**src/rtl/instr_decode_exec_if.sv**
```systemverilog
// Instruction-in / result-out stream bundle for instr_decode_exec.
// Both streams use valid/ready: a transfer happens on a rising edge where valid && ready.
interface instr_decode_exec_if #(
  parameter int WIDTH = 32
);
  logic             in_valid;
  logic             in_ready;
  logic [31:0]      in_instr;
  logic             out_valid;
  logic             out_ready;
  logic [WIDTH-1:0] out_result;
  logic [15:0]      out_opcode;
  logic             out_err;

  modport master (
    output in_valid, in_instr, out_ready,
    input  in_ready, out_valid, out_result, out_opcode, out_err
  );

  modport slave (
    input  in_valid, in_instr, out_ready,
    output in_ready, out_valid, out_result, out_opcode, out_err
  );
endinterface

```
**src/rtl/instr_decode_exec.sv**
```systemverilog
// Decodes {opcode, operands} words, executes against a persistent base register,
// and returns one response per accepted word; POW iterates one multiply per cycle.
module instr_decode_exec #(
   parameter int WIDTH    = 32,
   parameter int EXP_BITS = 8
) (
   input  logic                  clk,
   input  logic                  reset,
   instr_decode_exec_if.slave    bus,
   output logic                  busy,
   output logic [1:0]            o_state
);

   localparam logic [15:0] OP_NOP  = 16'h0000;
   localparam logic [15:0] OP_LOAD = 16'h0001;
   localparam logic [15:0] OP_POW  = 16'h0002;
   localparam logic [15:0] OP_ADD  = 16'h0003;

   typedef enum logic [1:0] {S_IDLE = 2'd0, S_EXEC = 2'd1, S_RESP = 2'd2} state_t;

   state_t              r_state;
   state_t              w_next_state;
   logic [WIDTH-1:0]    r_base;
   logic [WIDTH-1:0]    r_acc;
   logic [EXP_BITS-1:0] r_cnt;
   logic [WIDTH-1:0]    r_result;
   logic [15:0]         r_opcode;
   logic                r_err;

   logic                w_accept;
   logic [15:0]         w_opcode;
   logic [WIDTH-1:0]    w_operand;
   logic [WIDTH-1:0]    w_prod;

   assign w_accept  = bus.in_valid && (r_state == S_IDLE);
   assign w_opcode  = bus.in_instr[31:16];
   assign w_operand = WIDTH'(bus.in_instr[15:0]);
   assign w_prod    = r_acc * r_base;

   // Handshake flags come only from registered state, so in_ready never depends on out_ready.
   assign bus.in_ready   = (r_state == S_IDLE);
   assign bus.out_valid  = (r_state == S_RESP);
   assign bus.out_result = r_result;
   assign bus.out_opcode = r_opcode;
   assign bus.out_err    = r_err;
   assign busy           = (r_state != S_IDLE);
   assign o_state        = r_state;

   always_ff @(posedge clk or posedge reset) begin
      if (reset) r_state <= S_IDLE;
      else       r_state <= w_next_state;
   end

   always_comb begin
      w_next_state = r_state;
      case (r_state)
         S_IDLE: if (w_accept) w_next_state = (w_opcode == OP_POW) ? S_EXEC : S_RESP;
         S_EXEC: if (r_cnt == '0) w_next_state = S_RESP;
         S_RESP: if (bus.out_ready) w_next_state = S_IDLE;
         default: w_next_state = S_IDLE;
      endcase
   end

   always_ff @(posedge clk or posedge reset) begin
      if (reset) begin
         r_base   <= '0;
         r_acc    <= '0;
         r_cnt    <= '0;
         r_result <= '0;
         r_opcode <= '0;
         r_err    <= 1'b0;
      end else begin
         case (r_state)
            S_IDLE: begin
               if (w_accept) begin
                  r_opcode <= w_opcode;
                  r_err    <= 1'b0;
                  case (w_opcode)
                     OP_NOP:  r_result <= '0;
                     OP_LOAD: begin
                        r_base   <= w_operand;
                        r_result <= w_operand;
                     end
                     OP_POW: begin
                        r_acc <= WIDTH'(1'b1);
                        r_cnt <= bus.in_instr[EXP_BITS-1:0];
                     end
                     OP_ADD:  r_result <= r_base + w_operand;
                     default: begin
                        r_err    <= 1'b1;
                        r_result <= '0;
                     end
                  endcase
               end
            end
            // One multiply per cycle; the cnt==0 cycle publishes acc, giving e+1 EXEC cycles.
            S_EXEC: begin
               if (r_cnt != '0) begin
                  r_acc <= w_prod;
                  r_cnt <= r_cnt - EXP_BITS'(1);
               end else begin
                  r_result <= r_acc;
                  r_err    <= 1'b0;
               end
            end
            default: ;
         endcase
      end
   end

endmodule
```
**src/flat_wrapper.sv**
```systemverilog
// flat-port wrapper written by rule: the top's interface ports become plain ports
module instr_decode_exec_flat 
#(
   parameter int WIDTH    = 32,
   parameter int EXP_BITS = 8
)
  (clk, reset, busy, o_state, bus_in_valid, bus_in_instr, bus_out_ready, bus_in_ready, bus_out_valid, bus_out_result, bus_out_opcode, bus_out_err);
  instr_decode_exec_if #(.WIDTH(WIDTH)) bus_i ();
  input  logic clk;
  input  logic reset;
  output logic busy;
  output logic [1:0] o_state;
  input wire logic [$bits(bus_i.in_valid)-1:0] bus_in_valid;
  input wire logic [$bits(bus_i.in_instr)-1:0] bus_in_instr;
  input wire logic [$bits(bus_i.out_ready)-1:0] bus_out_ready;
  output wire logic [$bits(bus_i.in_ready)-1:0] bus_in_ready;
  output wire logic [$bits(bus_i.out_valid)-1:0] bus_out_valid;
  output wire logic [$bits(bus_i.out_result)-1:0] bus_out_result;
  output wire logic [$bits(bus_i.out_opcode)-1:0] bus_out_opcode;
  output wire logic [$bits(bus_i.out_err)-1:0] bus_out_err;
  assign bus_i.in_valid = bus_in_valid;
  assign bus_i.in_instr = bus_in_instr;
  assign bus_i.out_ready = bus_out_ready;
  assign bus_in_ready = bus_i.in_ready;
  assign bus_out_valid = bus_i.out_valid;
  assign bus_out_result = bus_i.out_result;
  assign bus_out_opcode = bus_i.out_opcode;
  assign bus_out_err = bus_i.out_err;
  instr_decode_exec #(.WIDTH(WIDTH), .EXP_BITS(EXP_BITS)) u_core (.clk(clk), .reset(reset), .bus(bus_i), .busy(busy), .o_state(o_state));
endmodule
```
**config.mk**
```make
export PLATFORM = sky130hd
export DESIGN_NAME = instr_decode_exec_flat
export DESIGN_NICKNAME = d
export VERILOG_FILES = /design/src/rtl/instr_decode_exec_if.sv /design/src/rtl/instr_decode_exec.sv /design/src/flat_wrapper.sv
export SDC_FILE = /design/constraint.sdc
export NUM_CORES = 1
export LEC_CHECK = 0
export BUFFER_PORTS_ARGS = -buffer_cell sky130_fd_sc_hd__buf_4
export CAP_MARGIN = 25
export CORE_MARGIN = 1
export CORE_UTILIZATION = 50
export CTS_BUF_LIST = sky130_fd_sc_hd__clkbuf_4 sky130_fd_sc_hd__clkbuf_8
export DETAILED_ROUTE_END_ITERATION = 6
export PLACE_DENSITY = 0.7
export SYNTH_ARGS = -nofsm -noshare
export SYNTH_HDL_FRONTEND = slang
export SYNTH_SLANG_ARGS = --single-unit
```
**constraint.sdc**
```tcl
create_clock -name clk -period 5.5 [get_ports clk]
set_input_delay 0.55 -clock clk [delete_from_list [all_inputs] [get_ports clk]]
set_output_delay 0.55 -clock clk [all_outputs]
set_load 0.03 [all_outputs]
```
# Word-level counts from Yosys, hierarchy flattened
# Cells that the tools add are included.
# totals
wordCells	57
out_inout_bits	54
inputBits	36
reg_bits	107
# classes
n_reduce_logical	14
eq_ne	12
multipliers	1
addsub	2
muxes	21
# ops
op	count
32-bit two-way mux	5
32-bit one-hot mux with 2 select lines	2
32-bit one-hot mux with 3 select lines	1
16-bit by 2-bit equality test with 1-bit output (second input constant)	2
32-bit by 16-bit multiplier with 32-bit output	1
8-bit two-way mux	3
16-bit by 16-bit adder with 17-bit output	1
16-bit by 1-bit equality test with 1-bit output (second input constant)	1
16-bit zero test	1
8-bit one-hot mux with 2 select lines	1
3-bit AND reduction	3
8-bit zero test	1
2-bit two-way mux	4
2-bit by 1-bit inequality test with 1-bit output (second input constant)	4
4-bit AND reduction	2
8-bit nonzero test	1
8-bit by 1-bit subtractor with 8-bit output (second input constant)	1
2-bit inequality test (second input constant)	3
2-bit one-hot mux with 3 select lines	1
2-bit nonzero test	2
4-bit OR reduction	1
1-bit two-way mux	3
2-bit by 1-bit equality test with 1-bit output (second input constant)	1
2-bit equality test (second input constant)	1
4 further kinds	4

# Logic depth before layout (Yosys ltp)
# depth
word_depth	5
ltp_mapped	24
depth_no_buf	22

# Least setup slack after synthesis
# OpenSTA, ideal clock, no wires.
# synth_timing
path_kind	register to register
start	register u_core.r_base[7]
end	register u_core.r_acc[30]
path_buffers	2
synth_period_minus_slack_ns	5.961
setup_time_ns	0.127
required_ns	5.373
path_slack_ns	-0.461
arrival_time_ns	5.834
path_stages_with_launch	24
cell_sequence	dfrtp_1 > clkbuf_1 > clkbuf_1 > nand2_1 > fa_1 > inv_1 > fa_1 > inv_1 > fa_1 > inv_1 > fa_1 > fa_1 > inv_1 > fa_1 > inv_1 > ha_1 > nand3_1 > or3_1 > nand3_1 > o311ai_1 > o31a_1 > o21ai_1 > xnor2_1 > o21ai_0
# synth_between
elab_chain_len	3
# synth_rtl
element	line	text
start, declared	instr_decode_exec.sv:23	logic [WIDTH-1:0] r_base;
start signal, assigned	instr_decode_exec.sv:81	r_base <= w_operand;
32-bit by 16-bit multiplier with 32-bit output	instr_decode_exec.sv:38	assign w_prod = r_acc * r_base;
32-bit two-way mux	instr_decode_exec.sv:98	if (r_cnt != '0) begin
32-bit one-hot mux with 2 select lines	instr_decode_exec.sv:73	case (r_state)
end signal, assigned	instr_decode_exec.sv:85	r_acc <= WIDTH'(1'b1);
end signal, assigned	instr_decode_exec.sv:99	r_acc <= w_prod;
end, declared	instr_decode_exec.sv:24	logic [WIDTH-1:0] r_acc;
# Every way passes these cells. The select of a mux whose other input is x is not followed.
# A chain may end at the register's enable or synchronous reset.

# Worst setup path in the final report
# layout_timing
start	register u_core.r_acc[4]
end	register u_core.r_acc[28]
# layout_between
elab_chain_len	3
# layout_rtl
element	line
32-bit by 16-bit multiplier with 32-bit output	instr_decode_exec.sv:38
32-bit two-way mux	instr_decode_exec.sv:98
32-bit one-hot mux with 2 select lines	instr_decode_exec.sv:73
# Every way passes these cells. The select of a mux whose other input is x is not followed.

==> metrics.yaml <==
outcome:
  status: "finished, violations left"
  violations: "setup timing"
logic_synthesis:
  async_flop_share_pct: 100
  ys_seq_elements: 107
  netlist.area_leader.share_pct: 36.8
  ys_warn_count: 0
  synthAdderAreaFrac_pct: 43.0
  synth_flop_cell: "dfrtp_1"
  post_synth_instance_area_mm2: 0.0166
  yosysTopAreaCell: "fa_1"
  synth_enable_flop_cells: 0
  synth_cell_type_count: 58
  synthMuxAreaShare_pct: 2.35
  postSynthAreaPerCell_um2: 9.10
  ys_top_cells_by_area: "fa_1 37%, dfrtp_1 16%, inv_1 8.1%"
  synth-compound-area-share_pct: 8.73
  synth_xor_area_share_pct: 3.25
  synth_nets: 2246
  syn-instance-count: 1823
  synth_top_family_by_area: "adder cells"
  ys_seq_area_share_pct: 16.1
  synth-simple-area-share_pct: 16.1
sta:
  slew_violations: 0
  min_period_ns: 5.98
  setup_violations: 15
  relSlewSlack_pct: 30.7
  worstMarginPinSlew_ns: 1.03
  fmax_mhz: 167
  fin_tns_setup_ns: -4.90
  finalHoldViolations: 0
  fin_ws_ns: -0.482
  rsz0062_at_grt: "true"
  clock_skew_ns: 0.0217
  period_share_pct: 109
die:
  start_util_pct: 50.9
  core_mm2: 0.0326
  dieArea_mm2: 0.0339
  die_w_um: 184
  row_count: 66
  die_h_um: 184
  ios: 90
setup_path:
  critPathLaunchType: "flip-flop"
  r2r-start: "u_core.r_acc[4]$_DFFE_PP0P_"
  rrSetupSlack_ns: -0.48
  worstRegToRegCells: 19
  reg2reg_to: "u_core.r_acc[28]$_DFFE_PP0P_"
  end_kind: "flip-flop"
  worstPathMaxFanout: 6
  worstPathRequired_ns: 5.78
  critical_path_class: "reg -> reg"
  worstPathArrival_ns: 6.26
drt:
  finalWirelength_um: 47900
  firstDrtPassIters: 7
  antenna_left: 0
  drt_iter0_markers: 896
  vias: 13500
  wl_per_cell_um: 19.2
  vias_per_cell: 5.42
  drc: 0
place:
  dp_hpwl_um: 37900
  io_buffers: 89
  gp_congestion: 0.924
  place_ws_ns: -0.601
clocking:
  clkLatencyLatePin_ns: 0.41
  htreeDepth: 3
  cts_buffers: 9
  path_clk_slew_ns: 0.12
  clock_sinks: 107
  root_buffer: "clkbuf_8"
  hold_buffers: 0
  cts_tree: "built"
  clock_path_buffers: 2
power:
  p_clk_share_pct: 33.0
  seqPwrFrac_pct: 51.1
  cell_internal_pwr_w: 0.00113
  comb_power_share_pct: 15.9
  switchingPower_w: 0.000505
  switching_share_pct: 30.9
  ir_drop_uv: 156
  power.density_mw_per_mm2: 81.7
  leakage_nw: 9.67
global_route:
  grt.overflow.total: 0
  grt_pass1_wl_um: 77000
  grt_pass1_vias: 14600
  track_usage_pct: 29.9
  grt_start_max_net_pins: 61
  antenna_found_initial: 0
final_layout:
  area_growth_pct: 20.6
  drive_gt1_share_pct: 22.4
  nets: 2468
run:
  maxCapViolations: 0
worst_hold_path:
  holdCritPathClass: "in -> async"
==> layout by cell type, fill, tap and decap left out, types with 12 or more instances in the layout <==
cell | synthesis | layout
nand2_1 | 313 | 310
xor2_1 | 14 | 13
a22o_1 | 22 | 22
xnor2_1 | 45 | 43
buf_12 | 0 | 22
and2_1 | 150 | 144
dfrtp_1 | 107 | 94
a21oi_1 | 48 | 41
fa_1 | 305 | 296
nor2_1 | 27 | 25
o21ai_1 | 14 | 24
ha_1 | 82 | 71
a21o_1 | 12 | 12
buf_4 | 1 | 274
inv_1 | 358 | 347
o21ai_0 | 57 | 42
mux2_2 | 32 | 32
dfrtp_2 | 0 | 13
==> power groups by stage <==
stage	Clock (W)	Sequential, W	Combinational [W]
3_5_place_dp	0	0.000851	0.000261
2_1_floorplan	0	0.000909	0.0000950
3_3_place_gp	0	0.000849	0.000257
5_1_grt	0.000570	0.000839	0.000275
4_1_cts	0.000545	0.000836	0.000261
6_report	0.000540	0.000836	0.000260
==> kinds of logic after synthesis <==
| logic type | count (synthesis) |
|---|---|
| flip-flops | 107 |
| AND/OR/NAND/NOR | 557 |
| buffers and inverters | 454 |
| XOR/XNOR | 60 |
| adder cells (fa/ha/maj) | 387 |
| AO/OA/AOI/OAI | 223 |
| multiplexers | 35 |
==> sequential cells by signal, summed over array words and instances, names as in the netlist <==
name and cells:
u_core.bus.out_result 32, u_core.r_acc 32, u_core.bus.out_opcode 16, u_core.r_base 16, u_core.r_cnt 8, u_core.o_state 2
u_core.bus.out_err 1
==> cell usage after synthesis, drive strengths merged, types with 3 or more instances <==
master and instances:
o21ai 75, nand3 9, o22ai 5, or3 8, a211oi 11, nand2 315
ha 82, nand2b 9, a31oi 5, buf 10, dfrtp 107, nor2b 7
a222oi 7, o21bai 8, clkbuf 85, nor2 27, mux2 32, a21oi 48
fa 305, mux2i 3, a22o 22, nor3 15, xor2 14, inv 359
and2 150, nor4 3, o31ai 4, o21a 5, xnor2 45, a21o 12
a22oi 9, nor3b 4
==> worst max path at each step <==
stage,startpoint,to,slack [ns]
4_1_cts,u_core.r_base[4]$_DFFE_PP0P_,u_core.r_acc[28]$_DFFE_PP0P_,-0.41
2_1_floorplan,u_core.r_base[4]$_DFFE_PP0P_,u_core.r_acc[31]$_DFFE_PP0P_,-0.06
6_report,u_core.r_acc[4]$_DFFE_PP0P_,u_core.r_acc[28]$_DFFE_PP0P_,-0.48
3_3_place_gp,u_core.r_base[8]$_DFFE_PP0P_,u_core.r_acc[20]$_DFFE_PP0P_,-0.49
3_5_place_dp,u_core.r_base[7]$_DFFE_PP0P_,u_core.r_acc[31]$_DFFE_PP0P_,-0.60
5_1_grt,u_core.r_acc[4]$_DFFE_PP0P_,u_core.r_acc[30]$_DFFE_PP0P_,-0.69
==> metal layers <==
layer / part of all wire (%) / wire length, um / up-vias / track usage (%)
li1: - / - / 5984 / -
met1: 40 / 19100 / 6855 / 38.2
met2: 50 / 23900 / 539 / 52.0
met3: 6.6 / 3180 / 117 / 3.54
met4: 3.6 / 1720 / 0 / 11.1
met5: 0 / 0 / - / 0
==> cell type report <==
class | count | area, um^2
timing repair buffer | 306 | 2600
clock buffer | 9 | 124
clock inverter | 6 | 73.8
fill | 2740 | 12600
multi-input combinational | 1262 | 12600
tap | 442 | 553
inverter | 359 | 1350
sequential | 107 | 2690
antenna | 1 | 2.50
==> per-stage QoR <==
stage,total power [W],instance area (um^2),hold WS [ns],util [%],instances
5_1_grt,0.00168,20000,0.358,61.4,2491
6_report,0.00164,20000,0.312,61.4,2492
3_3_place_gp,0.00111,19300,0.468,59.1,2448
3_5_place_dp,0.00111,19300,0.478,59.1,2448
2_1_floorplan,0.00100,16900,0.465,-,1823
4_1_cts,0.00164,19800,0.323,60.7,2483
==> timing repair <==
item / CTS / global route
setup buffers: 21 / 8
setup endpoints to repair: 19 / 21
resized for setup: 56 / 40
cloned: 0 / 0
pin swaps: 32 / 29
==> worst max-delay path: stages, from the launching register on <==
cell	delay, ns
dfrtp_2	0.51
buf_6	0.17
and2_4	0.15
fa_1	0.51
fa_1	0.58
fa_1	0.48
fa_1	0.53
fa_1	0.57
inv_2	0.05
fa_1	0.52
inv_2	0.05
ha_4	0.22
a21o_1	0.16
a31oi_2	0.19
o21ai_2	0.10
buf_4	0.15
o311ai_4	0.35
o31a_1	0.26
xor2_2	0.21
o21ai_1	0.09
No activity file was read; power rests on OpenSTA's default activity.
